### src/rtl/ram_sp_arbiter_pkg.sv
// ram_sp_arbiter_pkg: grant encoding, last-grant reset value and address-width helper
package ram_sp_arbiter_pkg;

    typedef enum logic [1:0] {GNT_NONE, GNT_WR, GNT_RD} gnt_e;

    localparam gnt_e LAST_GNT_RST = GNT_RD;

    function automatic int addr_w(input int depth);
        return (depth > 1) ? $clog2(depth) : 1;
    endfunction

endpackage

### src/rtl/ram_req_slot.sv
// ram_req_slot: one-entry request holding register; frees itself in the cycle it is issued
module ram_req_slot #(
    parameter int W = 8
) (
    input  logic         i_Clk,
    input  logic         i_Rst_L,
    input  logic         i_Valid,
    output logic         o_Ready,
    input  logic [W-1:0] i_Data,
    input  logic         i_Issue,
    output logic         o_Full,
    output logic [W-1:0] o_Data
);

    logic         full;
    logic [W-1:0] data;

    // gated by reset so the slot never looks ready while held in reset
    assign o_Ready = i_Rst_L & (~full | i_Issue);
    assign o_Full  = full;
    assign o_Data  = data;

    always_ff @(posedge i_Clk or negedge i_Rst_L) begin
        if (!i_Rst_L) begin
            full <= 1'b0;
            data <= '0;
        end else if (i_Valid && o_Ready) begin
            full <= 1'b1;
            data <= i_Data;
        end else if (i_Issue) begin
            full <= 1'b0;
        end
    end

endmodule

### src/rtl/ram_sp_arbiter.sv
// ram_sp_arbiter: single-port RAM front end with write/read request slots and registered read response.
// Define ARB_ROUND_ROBIN_EN for round-robin contention; otherwise writes always win.
module ram_sp_arbiter
    import ram_sp_arbiter_pkg::*;
#(
    parameter int WIDTH = 16,
    parameter int DEPTH = 256,
    localparam int AW   = addr_w(DEPTH)
) (
    input  logic             i_Clk,
    input  logic             i_Rst_L,
    input  logic             i_Wr_Valid,
    output logic             o_Wr_Ready,
    input  logic [AW-1:0]    i_Wr_Addr,
    input  logic [WIDTH-1:0] i_Wr_Data,
    input  logic             i_Rd_Valid,
    output logic             o_Rd_Ready,
    input  logic [AW-1:0]    i_Rd_Addr,
    output logic             o_Rsp_Valid,
    input  logic             i_Rsp_Ready,
    output logic [WIDTH-1:0] o_Rsp_Data,
    output logic             o_Mem_Wr_En,
    output logic [AW-1:0]    o_Mem_Addr,
    output logic [WIDTH-1:0] o_Mem_Wr_Data,
    input  logic [WIDTH-1:0] i_Mem_Rd_Data
);

    logic                  wr_full;
    logic                  rd_full;
    logic                  rd_elig;
    logic [AW+WIDTH-1:0]   wr_pl;
    logic [AW-1:0]         rd_pl;
    logic                  rsp_valid;
    logic [WIDTH-1:0]      rsp_data;
    gnt_e                  gnt;
    gnt_e                  pick;

    ram_req_slot #(.W(AW + WIDTH)) u_wr_slot (
        .i_Clk   (i_Clk),
        .i_Rst_L (i_Rst_L),
        .i_Valid (i_Wr_Valid),
        .o_Ready (o_Wr_Ready),
        .i_Data  ({i_Wr_Addr, i_Wr_Data}),
        .i_Issue (gnt == GNT_WR),
        .o_Full  (wr_full),
        .o_Data  (wr_pl)
    );

    ram_req_slot #(.W(AW)) u_rd_slot (
        .i_Clk   (i_Clk),
        .i_Rst_L (i_Rst_L),
        .i_Valid (i_Rd_Valid),
        .o_Ready (o_Rd_Ready),
        .i_Data  (i_Rd_Addr),
        .i_Issue (gnt == GNT_RD),
        .o_Full  (rd_full),
        .o_Data  (rd_pl)
    );

    // a read may only issue if the response register will be free at the next edge
    assign rd_elig = rd_full & (~rsp_valid | i_Rsp_Ready);

`ifdef ARB_ROUND_ROBIN_EN
    gnt_e last_gnt;

    always_ff @(posedge i_Clk or negedge i_Rst_L) begin
        if (!i_Rst_L)
            last_gnt <= LAST_GNT_RST;
        else if (gnt != GNT_NONE)
            last_gnt <= gnt;
    end

    assign pick = (last_gnt == GNT_WR) ? GNT_RD : GNT_WR;
`else
    assign pick = GNT_WR;
`endif

    always_comb begin
        gnt = GNT_NONE;
        if (wr_full && rd_elig)
            gnt = pick;
        else if (wr_full)
            gnt = GNT_WR;
        else if (rd_elig)
            gnt = GNT_RD;
    end

    assign o_Mem_Wr_En   = gnt == GNT_WR;
    assign o_Mem_Addr    = (gnt == GNT_WR) ? wr_pl[AW+WIDTH-1:WIDTH] : (gnt == GNT_RD) ? rd_pl : '0;
    assign o_Mem_Wr_Data = (gnt == GNT_WR) ? wr_pl[WIDTH-1:0] : '0;

    // refill on a read grant takes precedence over the drain
    always_ff @(posedge i_Clk or negedge i_Rst_L) begin
        if (!i_Rst_L) begin
            rsp_valid <= 1'b0;
            rsp_data  <= '0;
        end else if (gnt == GNT_RD) begin
            rsp_valid <= 1'b1;
            rsp_data  <= i_Mem_Rd_Data;
        end else if (i_Rsp_Ready) begin
            rsp_valid <= 1'b0;
        end
    end

    assign o_Rsp_Valid = rsp_valid;
    assign o_Rsp_Data  = rsp_data;

endmodule

### config.mk
export PLATFORM = sky130hd
export DESIGN_NAME = ram_sp_arbiter
export DESIGN_NICKNAME = d
export VERILOG_FILES = /design/src/rtl/ram_sp_arbiter_pkg.sv /design/src/rtl/ram_req_slot.sv /design/src/rtl/ram_sp_arbiter.sv
export SDC_FILE = /design/constraint.sdc
export NUM_CORES = 1
export LEC_CHECK = 0
export BUFFER_PORTS_ARGS = -buffer_cell sky130_fd_sc_hd__buf_2
export CORE_MARGIN = 8
export CORE_UTILIZATION = 45
export CTS_CLUSTER_DIAMETER = 120
export DETAILED_ROUTE_END_ITERATION = 10
export PLACE_DENSITY = 0.77
export SETUP_SLACK_MARGIN = 0.2
export SLEW_MARGIN = 5
export SYNTH_ARGS = -nofsm -noshare
export SYNTH_HDL_FRONTEND = slang
export SYNTH_SLANG_ARGS = --single-unit
export TNS_END_PERCENT = 30
### constraint.sdc
create_clock -name i_Clk -period 1.4 [get_ports i_Clk]
set_input_delay 0.14 -clock i_Clk [delete_from_list [all_inputs] [get_ports i_Clk]]
set_output_delay 0.14 -clock i_Clk [all_outputs]
set_load 0.01 [all_outputs]
==> qor.yml <==
status: "finished, violations left"
violations: "setup timing"
reg2reg_to: "u_rd_slot.o_Data[4]$_DFFE_PN0P_"
ant_nets: 0
period_share_pct: 113
period_needed_ns: 1.58
place_area_sq_um: 2750
cp_max_fo: 9
r2r_setup_slack_ns: -0.08
clock_path_buffers: 2
p_per_area_nw_per_um2: 1620
area_delta_synth_final_pct: 36.9
critPathRequiredTime_ns: 1.26
fin_ws_ns: -0.182
crit_start: "o_Rsp_Valid$_DFFE_PN0P_"
cap_violations: 0
fin_hold_ws_ns: 0.0727
path_class: "flip-flop to primary output"
grt_max_degree: 22
cp-endpoint: "o_Mem_Addr[7]"
syn_nets: 196
grtUsageTotal_pct: 14.0
ys_seq_area_share_pct: 58.9
dieArea_sq_um: 7300
synth_cell_types: 18
io_pins: 97
post_drt_via_cell_ratio: 4.94
place.gp.congestion: 0.755
worst_ep_arrival_time_ns: 1.44
hold_violations: 0
vias: 1520
slew_viol_final: 0
wl_per_cell_um: 16.4
fin_skew_ns: 0.00339
die_w_um: 85.4
setup_viol: 17
slew_headroom_pct: 64.4
syn_inst: 143
drc: 0
path_clk_slew_ns: 0.08
fmax_mhz: 632
rows: 25
drt_iter0_markers: 50
synth_top_area_share_pct: 58.9
cts_buffers: 5
rsz0062_at_grt: "yes"
clock_latency_ns: 0.29
firstDrtPassIters: 4
start_util_pct: 46.2
end_kind: "primary output"
grt_pass1_wl_mm: 8.09
antenna_found_initial: 0
portBuffers: 96
ys_warn_count: 0
wl_mm: 5.04
h-tree-depth: 2
grt_overflow: 0
fin_nets: 308
tightestPinTransition_ns: 0.533
synth_area_leaders: "dfrtp_1 59%, mux2_2 20%, mux2_4 6.2%"
p_leak_nw: 1.54
critPathLaunchType: "flip-flop"
grt_pass1_vias: 1647
cts_tree: "built"
ff2ff_path_depth: 5
place_ws_ns: 0.00835
synth-seq-cells: 51
clock-sinks: 51
die_height_um: 85.4
netlist.top_cell.by_area: "dfrtp_1"
syn_area_per_cell_sq_um: 15.2
root_buffer: "clkbuf_8"
antenna_cells: 0
final_area_sq_um: 2970
dpl.hpwl_mm: 3.80
syn_area_sq_um: 2170
hold_path_class: "input pin to flip-flop"
irDropWorstVdd_mv: 1.09
core_area_sq_um: 4690
r2r_start: "o_Rsp_Valid$_DFFE_PN0P_"
drive_gt1_share_pct: 66.5
## where the power goes
group / switching (W) / internal [W]
clock: 0.000409 / 0.000333
sequential: 0.000238 / 0.00193
combinational: 0.000804 / 0.00110
total: 0.00145 / 0.00336
## layout make-up
cell class,instances,area [sq um]
tap,54,67.6
clock buffer,6,72.6
sequential,51,1280
fill,366,1720
multi-input combinational,83,885
timing repair buffer,112,659
inverter,2,7.51
## kinds of logic after synthesis
logic type	after synthesis	synth area share, %
flops	51	58.9
mux	48	26.5
simple gates	23	8.08
compound gates	11	4.04
buf+inv	10	2.54
## stage by stage
stage	setup TNS, ns	util, %	power, W	instances
after floorplan	0	-	0.00322	143
after global routing	-3.12	63.3	0.00512	308
final	-1.96	63.3	0.00481	308
after CTS	-1.64	62.2	0.00480	306
after detailed placement	0	58.6	0.00392	294
after global placement	0	58.6	0.00386	294
## cell usage in the layout, fill, tap and decap left out, drive strengths merged
master	instances
buf	109
dfrtp	51
mux2	48
and2	16
a22o	8
clkbuf	6
inv	2
o21ai	2
dlygate4sd3	2
nand3b	2
nand2	2
nand4	2
nand2b	1
nor3b	1
a21boi	1
dlymetal6s4s	1
## Yosys cell counts
cell,n
buf_6,2
nor3b_4,1
nand4_2,1
inv_1,2
o21ai_0,2
mux2_2,39
mux2_4,9
nand3b_1,1
nand2_2,1
a21boi_0,1
and2_1,16
a22o_1,8
nand2b_1,1
dfrtp_1,51
nand2_1,1
nand3b_4,1
buf_2,2
clkbuf_1,4
## worst max-delay path: stages, from the launching register on
cell	delay (ns)
dfrtp_1	0.42
nand2b_4	0.10
nor3b_4	0.22
buf_12	0.15
a22o_1	0.13
buf_2	0.13
## sequential cells by signal (all words and copies together) (netlist names)
signal and cells:
o_Rsp_Data 16, o_Rsp_Valid 1, u_rd_slot.o_Data 8, u_rd_slot.o_Full 1, u_wr_slot.o_Data 24, u_wr_slot.o_Full 1
## per-layer routing
| layer | part of all wire, % | up-vias | track usage [%] |
|---|---|---|---|
| li1 | - | 723 | - |
| met1 | 40 | 737 | 15.6 |
| met2 | 51 | 53 | 24.0 |
| met3 | 8.1 | 7 | 5.02 |
| met4 | 0.99 | 0 | 4.78 |
| met5 | 0 | - | 0 |
## worst min-delay path by stage
stage                           startpoint                                to  slack (ns)  depth (start not counted)
after CTS                 i_Mem_Rd_Data[9]         o_Rsp_Data[9]$_DFFE_PN0N_        0.07                          2
after global routing      i_Mem_Rd_Data[9]         o_Rsp_Data[9]$_DFFE_PN0N_        0.06                          2
after detailed placement           i_Rst_L  u_wr_slot.o_Data[20]$_DFFE_PN0P_        0.02                          1
after global placement             i_Rst_L  u_wr_slot.o_Data[20]$_DFFE_PN0P_        0.02                          1
final                     i_Mem_Rd_Data[7]         o_Rsp_Data[7]$_DFFE_PN0N_        0.07                          2
after floorplan                    i_Rst_L         o_Rsp_Data[0]$_DFFE_PN0N_       -0.16                          0
## what timing repair did
| action | in CTS | in global routing |
|---|---|---|
| hold buffers | 3 | 0 |
| gates cloned | 0 | 1 |
| hold endpoints to repair | 6 | 0 |
| setup endpoints to repair | 50 | 52 |
| resized for setup | 10 | 8 |
| setup buffers | 3 | 1 |
| pin swaps | 2 | 1 |
No activity file was read; power rests on OpenSTA's default activity.
